### src/rtl/instr_fetch_stage.sv
`default_nettype none
// ============================================================================
//  Module   : instr_fetch_stage
//  Purpose  : Instruction fetch stage of a 5-stage RISC-V pipeline. Holds the
//             program counter, drives the word address into a combinational
//             instruction memory, and registers the returned instruction and
//             its PC into the IF/ID pipeline register. Supports hazard stalls
//             and branch redirects with bubble insertion.
//  Ports    : clk, reset (sync, active-high)
//             stall, redirect, redirect_target  - control from downstream
//             imem_addr (word index) / imem_instr - instruction memory
//             pc                                - current fetch PC
//             if_pc, if_instr, if_valid         - IF/ID register
//             if_misalign                       - only with IF_MISALIGN_TRAP_EN
//  Config   : `define IF_MISALIGN_TRAP_EN to report misaligned redirect
//             targets through if_misalign instead of silently aligning them.
//  Revision : 1.0 - initial release
// ============================================================================
module instr_fetch_stage #(
    parameter logic [31:0] RESET_PC  = 32'h0000_0000,
    parameter logic [31:0] NOP_INSTR = 32'h0000_0013
) (
    input  logic        clk,
    input  logic        reset,
    input  logic        stall,
    input  logic        redirect,
    input  logic [31:0] redirect_target,
    output logic [31:0] imem_addr,
    input  logic [31:0] imem_instr,
    output logic [31:0] pc,
    output logic [31:0] if_pc,
    output logic [31:0] if_instr,
    output logic        if_valid
`ifdef IF_MISALIGN_TRAP_EN
    ,
    output logic        if_misalign
`endif
);

    localparam logic [31:0] c_PC_STEP    = 32'd4;
    localparam logic [31:0] c_ALIGN_MASK = 32'hFFFF_FFFC;

    logic [31:0] r_pc;
    logic [31:0] r_if_pc;
    logic [31:0] r_if_instr;
    logic        r_if_valid;

    // Redirect target with the byte-offset bits dropped; the PC always holds
    // a word-aligned address.
    logic [31:0] w_target_aligned;
    assign w_target_aligned = redirect_target & c_ALIGN_MASK;

`ifdef IF_MISALIGN_TRAP_EN
    logic r_if_misalign;
    logic w_target_misaligned;
    assign w_target_misaligned = (redirect_target[1:0] != 2'b00);
`endif

    always_ff @(posedge clk) begin
        if (reset) begin
            r_pc       <= RESET_PC;
            r_if_pc    <= 32'h0000_0000;
            r_if_instr <= NOP_INSTR;
            r_if_valid <= 1'b0;
`ifdef IF_MISALIGN_TRAP_EN
            r_if_misalign <= 1'b0;
`endif
        end else if (redirect) begin
            // The instruction fetched this cycle is on the wrong path: drop it
            // and insert a bubble. Redirect wins over a simultaneous stall.
            r_pc       <= w_target_aligned;
            r_if_pc    <= 32'h0000_0000;
            r_if_instr <= NOP_INSTR;
            r_if_valid <= 1'b0;
`ifdef IF_MISALIGN_TRAP_EN
            // A misaligned target travels down the pipe as a marked bubble
            // carrying the original (unaligned) address for the trap handler.
            r_if_misalign <= w_target_misaligned;
            if (w_target_misaligned) begin
                r_if_pc <= redirect_target;
            end
`endif
        end else if (!stall) begin
            r_pc       <= r_pc + c_PC_STEP;
            r_if_pc    <= r_pc;
            r_if_instr <= imem_instr;
            r_if_valid <= 1'b1;
`ifdef IF_MISALIGN_TRAP_EN
            r_if_misalign <= 1'b0;
`endif
        end
        // stall alone: everything holds
    end

    // Word index only depends on the PC register, never on control inputs.
    assign imem_addr = {2'b00, r_pc[31:2]};
    assign pc        = r_pc;
    assign if_pc     = r_if_pc;
    assign if_instr  = r_if_instr;
    assign if_valid  = r_if_valid;
`ifdef IF_MISALIGN_TRAP_EN
    assign if_misalign = r_if_misalign;
`endif

endmodule
`default_nettype wire

### config.mk
export PLATFORM = sky130hd
export DESIGN_NAME = instr_fetch_stage
export DESIGN_NICKNAME = d
export VERILOG_FILES = /design/src/rtl/instr_fetch_stage.sv
export SDC_FILE = /design/constraint.sdc
export NUM_CORES = 1
export LEC_CHECK = 0
export BUFFER_PORTS_ARGS = -buffer_cell sky130_fd_sc_hd__buf_2
export CAP_MARGIN = 10
export CORE_MARGIN = 2
export CORE_UTILIZATION = 51
export DETAILED_ROUTE_END_ITERATION = 12
export PLACE_DENSITY_LB_ADDON = 0.1
export SYNTH_ARGS = -nofsm -noshare
export SYNTH_HDL_FRONTEND = slang
export SYNTH_SLANG_ARGS = --single-unit
### constraint.sdc
create_clock -name clk -period 3.65 [get_ports clk]
set_clock_uncertainty 0.1 [all_clocks]
set_input_delay 0.1825 -clock clk [delete_from_list [all_inputs] [get_ports clk]]
set_output_delay 0.1825 -clock clk [all_outputs]
set_load 0.01 [all_outputs]
---- Word-level counts from Yosys, hierarchy flattened ----
Index checks and enable logic that the tools add are counted.
storage, ports and cells
  bits in registers ....................... 97
cells by class
  mux-type cells .......................... 2
  reduce and logical (&&, ||, !) cells .... 1
  $add $sub $neg .......................... 1
  eq/ne operators ......................... 1
operators by type and width
  kind                                           count
  2-to-1 mux 32 bit                              2
  adder 32 x 3 -> 32 bit, second input constant  1
  != test 2 x 1 -> 1 bit, second input constant  1
  OR reduction 2 bit                             1

---- Logic depth before layout (Yosys ltp) ----
Gate-level depths: netlist of run 1.
  word-level depth ........................ 3
  gate-level depth with buffers ........... 6
  depth with buffers taken out ............ 5

---- Worst setup path after synthesis of run 1 ----
No wires, ideal clock.
  path kind ............................... reg2reg
  start ................................... register r_pc[2] (netlist: pc[2])
  end ..................................... register r_pc[18] (netlist: pc[18])
  data required time ...................... 3459 ps
  stages on the path, launching flop included .. 6
  slack ................................... 1581 ps
  setup time .............................. 91 ps
  arrival time ............................ 1878 ps
  cell sequence ........................... dfxtp_1 ha_1 nand4_2 or2_1 or4_1 a311oi_1
on the way
  cells in the longest elaborated chain, start to end .. 3
ends and longest elaborated chain
  what                    line  RTL
  from (decl)             43    logic [31:0] r_pc;
  from (signal assigned)  71    r_pc <= w_target_aligned;
  from (signal assigned)  84    r_pc <= r_pc + c_PC_STEP;
  adder 32 x 3 -> 32 bit  84
  2-to-1 mux 32 bit       83    end else if (!stall) begin
  2-to-1 mux 32 bit       68    end else if (redirect) begin
No other way between the ends. The select of a mux whose other input is x is not followed.
A chain may end at the register's enable or synchronous reset.

---- Final worst setup path of run 1 ----
  start ................................... register r_pc[4] (netlist: pc[4])
  end ..................................... register r_pc[25] (netlist: pc[25])
The elaborated chain is that of the path after synthesis.

==> results of run 1 <==
==> worst min path at each step <==
stage | start | endpoint | slack (ns)
6_report | redirect_target[24] | pc[24] | 0.02
5_1_grt | redirect_target[18] | pc[18] | 0.01
4_1_cts | redirect_target[24] | pc[24] | 0.004
3_5_place_dp | imem_instr[1] | if_instr[1] | 0.31
3_3_place_gp | imem_instr[1] | if_instr[1] | 0.29
2_1_floorplan | imem_instr[0] | if_instr[0] | 0.21
==> sequential cells by signal, indices dropped and copies added, names as in the netlist <==
register  cells
if_valid      1
if_instr     32
if_pc        30
pc           30
==> worst register-to-register path: cells and delay by family, from the launching register on <==
kind,cells,cell delay (ns)
flip-flops,1,0.55
AO/OA/AOI/OAI,2,0.50
AND/OR/NAND/NOR,2,1.15
==> report_power, final <==
part	internal, mW	switching, mW
Sequential	1.06	0.0625
Clock	0.253	0.374
Combinational	0.169	0.165
Total	1.48	0.602
==> layout by cell type (no fill, tap or decap), types with 14 or more instances in the layout <==
cell / netlist / routed
mux2i_1: 63 / 63
buf_2: 4 / 187
nand2_1: 26 / 26
inv_1: 14 / 14
dfxtp_1: 93 / 93
nor2_1: 90 / 90
nand4_1: 14 / 14
dlygate4sd3_1: 0 / 52
==> synthesized netlist by cell type (all sizes together) <==
master	count
a2111oi	7
o211ai	2
o21ai	3
o31ai	1
nand2	26
a311oi	5
nand4	15
a31oi	4
nor2	90
clkbuf	20
nand4b	3
a211oi	12
nor3	8
a21oi	11
a21bo	1
xnor2	8
inv	14
and2	3
and3	1
dfxtp	93
or3	8
buf	47
or2	2
and4	11
or4	1
a221oi	2
nor2b	1
nand3	10
a21o	1
a311o	1
mux2i	63
a31o	2
nand3b	4
nor4	7
xor2	2
a41oi	1
o22a	1
conb	1
ha	1
==> routing by layer <==
layer	up-vias	track usage (%)
li1	2085	-
met1	1972	30.3
met2	146	39.9
met3	15	4.60
met4	0	7.69
met5	-	0
==> cells by family after synthesis <==
logic type      after synthesis  share of synthesized area (%)
compound gates               54                           9.88
buf+inv                      81                           10.2
flops                        93                           42.0
simple gates                190                           21.3
other cells                   1                         0.0846
mux                          63                           14.2
fa+ha+maj                     1                          0.282
xor+xnor                     10                           1.98
==> metrics by stage <==
step                hold WS [ns]  total power, mW  area, µm²  instances
floorplan                  0.208             1.34       4450        498
global placement           0.294             1.42       5140        728
detailed placement         0.308             1.43       5140        728
CTS                      0.00422             2.10       5820        795
global route              0.0145             2.18       5830        796
finish                    0.0184             2.08       5830        796
==> final cells by class <==
| type | instances | area [µm²] |
|---|---|---|
| multi-input combinational | 324 | 2140 |
| sequential | 93 | 1860 |
| timing repair buffer | 241 | 1470 |
| fill | 725 | 2720 |
| inverter | 14 | 52.6 |
| clock inverter | 6 | 47.5 |
| tap | 108 | 135 |
| clock buffer | 10 | 128 |
==> metrics.txt, run 1 <==
fin crit share=65.6%; Leak=between 2 and 3 nW; Die Y=97.2 µm; Buf/Inv on CP=0; syn_area_per_cell=8.99 µm²; Setup Slack @ Placement=roughly 1.2 ns; via count=about 4,200; initial core utilization=between 50% and 60%; CTS tree=yes; Met2 Wirelength=approximately 5700 µm; max layer used=met4; cts bufs inserted=9; Via density=5.30; status=completed; first-pass GRT wire length=about 19,000 µm; total grt overflow=0; Final Net Count=approximately 750; sequential share of the synthesized area=between 40% and 50%; Total Wirelength=11,400 µm; YS warnings=0; Num Clock Sinks=93; routed len/inst=~14 µm; post-DP HPWL=7460 µm; final setup violating endpoints=0; Setup Crit Path Kind=register to register; post-CTS setup buffer count=0; CP Data Required Time=~3.8 ns; min-delay worst type=input pin to register; Top Ports=just under 200; Crit path depth=4; FMAX=roughly 0.42 GHz; Layout area overhead=31.6%; Slowest Stage Delay on Critical Path=0.81 ns; clock tree buffer depth=2; Remaining DRCs=0; WHS Path Cells=3; gr usage total=around a quarter; Reg2Reg Launch Point=pc[4]; synthesis-stage register bit count=93; RSZ-0062 raised after global routing=no; r2r worst-path depth=4; WP data arrival=roughly 2.6 ns; vias in the first global route=a little under 4,000; Final ANT Viol Nets=0; pin count of the biggest net entering global routing=approximately 60; Peak VDD IR=about 220 µV; Slowest cell on crit path=nor4_4; Metal-1 WL=~5000 µm; initial antenna violation count=0; Synth Instances=about 490; post-CTS sizing=0; r2r setup slk=around 1.3 ns; max-slew violation count=0; Setup crit end=pc[25]; H-tree Lvls=3; Die W=around 97 µm; Fin. Hold Viols=0; reg2reg end=pc[25]; post-layout min period=between 2 and 2.5 ns; top cells by area, synth=dfxtp_1 (42%), mux2i_1 (14%), nor2_1 (7.6%); Final Util=68.2%; core box area=0.00855 mm²; post-synthesis cell type count=49; Post-CTS Hold Buffers=between 50 and 60; worst path cell trace=nand4b_2 -> nor4_4 -> a211oi_1 -> a2111oi_2; Die ar.=between 0.009 and 0.01 mm²; Syn Std Cell Area=roughly 0.0044 mm²; max cap viols=0; Worst-path clk slew=roughly 0.09 ns; root buf cell=clkbuf_8; Skew-Pair Late Insertion Delay=0.36 ns; final worst slack=between 1 and 1.5 ns; drt pass-1 iters=4; gpl congestion=~0.8; Setup crit start=pc[4]; I/O Buffers=188; Worst setup SP type=register; PD cells=approximately 360 mW/mm²; layout cells sized above 1=a little under a third; family with the most delay on the worst path=simple AND/OR/NAND/NOR gates; Core Rows=34; Yosys top cell area share=a little over two fifths; CP max FO=15; kind of end point of the critical path=register; Final TNS setup=0 ns; Worst Max-Slew Pin Slew=1.20 ns; met3 routed WL=644 µm; DRT iter0 DRCs=182; ANT cells=0; max_slew headroom=20.1%; largest area contributor in the netlist=dfxtp_1
No activity file was read; power rests on OpenSTA's default activity.
==> run 2, diff against run 1 <==
--- a/config.mk
+++ b/config.mk
@@ -8,7 +8,7 @@
 export BUFFER_PORTS_ARGS = -buffer_cell sky130_fd_sc_hd__buf_2
 export CAP_MARGIN = 10
 export CORE_MARGIN = 2
-export CORE_UTILIZATION = 51
+export CORE_UTILIZATION = 43
 export DETAILED_ROUTE_END_ITERATION = 12
 export PLACE_DENSITY_LB_ADDON = 0.1
 export SYNTH_ARGS = -nofsm -noshare
==> constraint.sdc (replaced) <==
create_clock -name clk -period 2.2 [get_ports clk]
set_clock_uncertainty 0.1 [all_clocks]
set_input_delay 0.11 -clock clk [delete_from_list [all_inputs] [get_ports clk]]
set_output_delay 0.11 -clock clk [all_outputs]
set_load 0.01 [all_outputs]
==> metrics.txt, run 2 (same netlist as run 1, synthesis figures left out) <==
gr usage total=roughly 22%; post-CTS sizing=0; worst path cell trace=ha_1 -> nand4_2 -> or2_1 -> or3_1 -> a2111oi_1; RSZ-0062 raised after global routing=no; Setup crit start=pc[3]; total grt overflow=0; post-CTS setup buffer count=0; CTS tree=yes; Slowest cell on crit path=or3_1; Flop pwr share=between 40% and 50%; Final Util=60.9%; Remaining DRCs=0; WHS Path Cells=5; post-DP HPWL=between 8000 and 9000 µm; min-delay worst type=input pin to register; routed len/inst=14.4 µm; fillcell total=approximately 900; Worst setup SP type=register; max-slew violation count=0; most frequent cells in the layout=buf_2 (187), dfxtp_1 (93), nor2_1 (90), mux2i_1 (63), dlygate4sd3_1 (60); initial core utilization=~44%; Min-Delay Startpoint=redirect_target[30]; status=completed; clock tree buffer depth=2; H-tree Lvls=3; Num Clock Sinks=between 90 and 100; Die Y=between 100 and 150 µm; Total Wirelength=12,400 µm; final setup violating endpoints=0; Skew-Pair Late Insertion Delay=about 0.37 ns; Leak=slightly below 3 nW; Via density=roughly 5; number of flip-flops in the largest register=32; Final Net Count=roughly 790; Worst Max-Slew Pin Slew=0.654 ns; Die W=106 µm; layout cells sized above 1=33.8%; Final ANT Viol Nets=0; post-layout min period=about 2.0 ns; Core Rows=37; vias in the first global route=between 4,000 and 5,000; final instance area=between 0.006 and 0.007 mm²; Layout area overhead=39.9%; CP Data Required Time=about 2.4 ns; ANT cells=0; DRT iter0 DRCs=around 150; placed cell areas=roughly 0.0054 mm²; Reg2Reg Launch Point=pc[3]; Fin. Hold Viols=0; switch share=between 20% and 30%; Final TNS setup=0 ns; via count=about 4,300; switching power=1.03 mW; FMAX=just under 0.5 GHz; Setup Crit Path Kind=register to register; max_slew headroom=56.4%; Combinational Power Share=roughly 17%; cts bufs inserted=9; most common cell after layout, fill and taps aside=buf_2; WP data arrival=about 2.2 ns; CP max FO=6; I/O Buffers=between 150 and 200; Pint=2.73 mW; r2r worst-path depth=5; kind of end point of the critical path=register; pin count of the biggest net entering global routing=between 60 and 70; fin crit share=slightly above 90%; Slowest Stage Delay on Critical Path=between 0.3 and 0.4 ns; root buf cell=clkbuf_8; Peak VDD IR=between 300 and 400 µV; core box area=approximately 0.010 mm²; Die ar.=~0.011 mm²; PD cells=a little over 600 mW/mm²; initial antenna violation count=0; Top Ports=197; max cap viols=0; first-pass GRT wire length=between 15,000 and 20,000 µm; gpl congestion=about 0.77; drt pass-1 iters=5; Worst-path clk slew=around 0.10 ns; clock share of power=around a third
==> run 2: cell types whose count changed in the layout (fill, tap and decap cells not counted) <==
cell           before  now
buf_12              0    1
buf_4               2   27
bufinv_16           0    2
clkinv_2            1    0
clkinv_4            3    0
clkinvlp_4          1    2
dlygate4sd3_1      52   60
inv_6               1    2
==> run 2: power groups by stage <==
stage	Combinational (mW)	Clock, mW	Sequential (mW)
floorplan	0.322	0	1.90
global placement	0.565	0	1.85
detailed placement	0.570	0	1.86
CTS	0.654	1.32	1.82
global route	0.710	1.39	1.83
finish	0.655	1.29	1.82
==> run 2: layer usage <==
metal  vias up  share of wire, %  track usage, %
li1       2136                 -               -
met1      1978                45            28.1
met2       149                48            36.6
met3        20               5.2            4.27
met4         0               1.9            8.18
met5         -                 0               0
==> run 2: final cells by class <==
class	count	area, µm²	area share [%]
tap	136	170	2.74
inverter	14	52.6	0.848
clock buffer	10	128	2.06
clock inverter	6	92.6	1.49
multi-input combinational	324	2140	34.5
sequential	93	1860	30.0
timing repair buffer	275	1760	28.4
==> run 2: worst paths after layout <==
| check | slack (ns) | end |
|---|---|---|
| hold reg to reg | 0.36 | if_valid |
| hold / removal | 0.01 | pc[30] |
| setup / recovery | 0.18 | pc[20] |
| setup reg to reg | 0.18 | pc[20] |
==> run 2: stage by stage <==
step / worst slack, ns / power, mW / instances / hold WS (ns)
after floorplan: 0.131 / 2.22 / 498 / 0.135
after global placement: 0.266 / 2.42 / 782 / 0.223
after detailed placement: 0.198 / 2.43 / 782 / 0.228
after CTS: 0.165 / 3.79 / 858 / 0.00335
after global routing: 0.00806 / 3.93 / 858 / 0.0227
final: 0.176 / 3.76 / 858 / 0.0129
==> run 2: repair_timing <==
action / CTS / global route
endpoints found under the hold margin: 57 / 0
endpoints found under the setup margin: 0 / 0
hold buffers: 60 / 0
==> run 2: critical path: cells and delay by family (launching register included) <==
family	cells	cell delay, ns
AND/OR/NAND/NOR	3	0.87
AO/OA/AOI/OAI	1	0.34
flip-flops	1	0.35
adder cells (fa/ha/maj)	1	0.25
==> run 3, diff against run 2 <==
--- a/config.mk
+++ b/config.mk
@@ -8,8 +8,9 @@
 export BUFFER_PORTS_ARGS = -buffer_cell sky130_fd_sc_hd__buf_2
 export CAP_MARGIN = 10
 export CORE_MARGIN = 2
-export CORE_UTILIZATION = 43
+export CORE_UTILIZATION = 47
 export DETAILED_ROUTE_END_ITERATION = 12
+export MAX_ROUTING_LAYER = met4
 export PLACE_DENSITY_LB_ADDON = 0.1
 export SYNTH_ARGS = -nofsm -noshare
 export SYNTH_HDL_FRONTEND = slang
==> constraint.sdc (replaced) <==
create_clock -name clk -period 1.9 [get_ports clk]
set_clock_uncertainty 0.1 [all_clocks]
set_input_delay 0.095 -clock clk [delete_from_list [all_inputs] [get_ports clk]]
set_output_delay 0.095 -clock clk [all_outputs]
set_load 0.01 [all_outputs]
==> metrics.txt, run 3 (same netlist as run 1, synthesis figures left out) <==
Setup Crit Path Kind=register to register; Top Ports=roughly 200; switch share=a little over a quarter; FMAX=about 0.54 GHz; DRT iter0 DRCs=125; max cap viols=0; gr usage total=~24%; Leak=about 3.0 nW; initial core utilization=between 40% and 50%; CTS tree=yes; status=completed; total chip power=~4.3 mW; Setup crit end=pc[18]; family with the most delay on the worst path=simple AND/OR/NAND/NOR gates; min-delay worst type=input pin to register; Skew-Pair Late Insertion Delay=around 0.36 ns; Reg2Reg Launch Point=pc[2]; hold_ws=0.0257 ns; I/O Buffers=between 150 and 200; Combinational Power Share=18.0%; total grt overflow=0; CP Data Required Time=2.07 ns; final setup violating endpoints=0; max-slew violation count=0; routed len/inst=14.6 µm; CP max FO=5; gpl congestion=0.855; switching power=~1.2 mW; RSZ-0062 raised after global routing=yes; reg2reg end=pc[18]; Die W=~100 µm; root buf cell=clkbuf_8; WP data arrival=roughly 2.0 ns; Num Clock Sinks=93; Worst setup SP type=register; Pint=3.16 mW; first-pass GRT wire length=between 15,000 and 20,000 µm; Final Net Count=796; worst path cell trace=ha_4 -> nand4_4 -> or2_4 -> or4_1 -> a311oi_1; ANT cells=0; Final TNS setup=0 ns; clock tree buffer depth=2; Setup crit start=pc[2]; post-layout min period=between 1.5 and 2 ns; Crit path depth=5; Worst-path clk slew=~0.090 ns; PD cells=691 mW/mm²; number of flip-flops in the largest register=32; Via density=between 5 and 6; layout cells sized above 1=between 30% and 40%; core box area=0.00920 mm²; pin count of the biggest net entering global routing=44; kind of end point of the critical path=register; clock share of power=about a third; r2r worst-path depth=5; Final ANT Viol Nets=0; most frequent cells in the layout=buf_2 (187), dfxtp_1 (91), nor2_1 (90), mux2i_1 (63), dlygate4sd3_1 (60); H-tree Lvls=3; vias in the first global route=about 4,200; Peak VDD IR=485 µV; Buf/Inv on CP=0; Remaining DRCs=0; most common cell after layout, fill and taps aside=buf_2; Total Wirelength=roughly 12,000 µm; fin crit share=96.7%; via count=4,353; Die Y=101 µm; drt pass-1 iters=4; post-DP HPWL=between 8000 and 9000 µm; Slowest cell on crit path=or4_1; r2r setup slk=just over 0.06 ns; Die ar.=~0.010 mm²; Fin. Hold Viols=0; Core Rows=35; initial antenna violation count=0; cts bufs inserted=9; Flop pwr share=48.4%; Slowest Stage Delay on Critical Path=0.47 ns; Layout area overhead=41.7%; fillcell total=774
run 3: cell types whose count changed in the layout (fill, tap and decap cells not counted), moves of 2 or more:
cell / change
clkinv_2: +2
clkinvlp_4: -2
dfxtp_1: -2
buf_4: +9
run 3: power groups by stage:
stage / clock (mW) / sequential [mW] / combinational, mW
6_report: 1.46 / 2.10 / 0.780
5_1_grt: 1.56 / 2.11 / 0.854
4_1_cts: 1.48 / 2.10 / 0.777
3_5_place_dp: 0 / 2.14 / 0.680
3_3_place_gp: 0 / 2.14 / 0.671
2_1_floorplan: 0 / 2.20 / 0.374
run 3: layout make-up:
cell class	count	area, µm²	share of cell area, %
Clock buffer	9	124	1.97
Clock inverter	6	87.6	1.40
Inverter	14	52.6	0.837
Multi-Input combinational cell	324	2170	34.5
Sequential cell	93	1870	29.7
Tap cell	111	139	2.21
Timing Repair Buffer	285	1840	29.3
run 3: worst min-delay path by stage:
stage / cells past startpoint / startpoint / endpoint / slack, ns
2_1_floorplan: 2 / imem_instr[0] / if_instr[0] / 0.12
3_3_place_gp: 3 / imem_instr[0] / if_instr[0] / 0.21
3_5_place_dp: 3 / imem_instr[0] / if_instr[0] / 0.22
4_1_cts: 5 / redirect_target[22] / pc[22] / 0.02
5_1_grt: 4 / redirect_target[26] / pc[26] / 0.03
6_report: 5 / redirect_target[30] / pc[30] / 0.03
run 3: layer usage:
metal	GRT usage [%]	vias to the layer above	wire length, µm
li1	-	2159	-
met3	4.23	14	591
met4	9.36	0	172
met2	40.5	141	6270
met1	29.6	2039	5240
met5	-	-	0
run 3: what timing repair did:
item / in CTS / in global routing
pin swaps: 0 / 2
hold buffers: 60 / 0
resized for setup: 1 / 5
endpoints found under the setup margin: 2 / 9
buffers inserted: 0 / 1
endpoints found under the hold margin: 58 / 0
run 3: metrics by stage:
step | setup WS, ns | instance area (µm²) | instances | utilization, %
2_1_floorplan | 0.0143 | 4470 | 498 | -
3_3_place_gp | 0.0538 | 5430 | 766 | 59.1
3_5_place_dp | -0.00317 | 5430 | 766 | 59.1
4_1_cts | 0.0166 | 6250 | 841 | 67.9
5_1_grt | -0.0794 | 6280 | 842 | 68.2
6_report | 0.0618 | 6280 | 842 | 68.2
run 3: worst register-to-register path, delay by kind of cell (launching register included):
kind	cells	cell delay [ns]
DFF	1	0.37
and+or+nand+nor	3	0.87
AOI/OAI and AO/OA	1	0.26
adders and majority gates	1	0.17
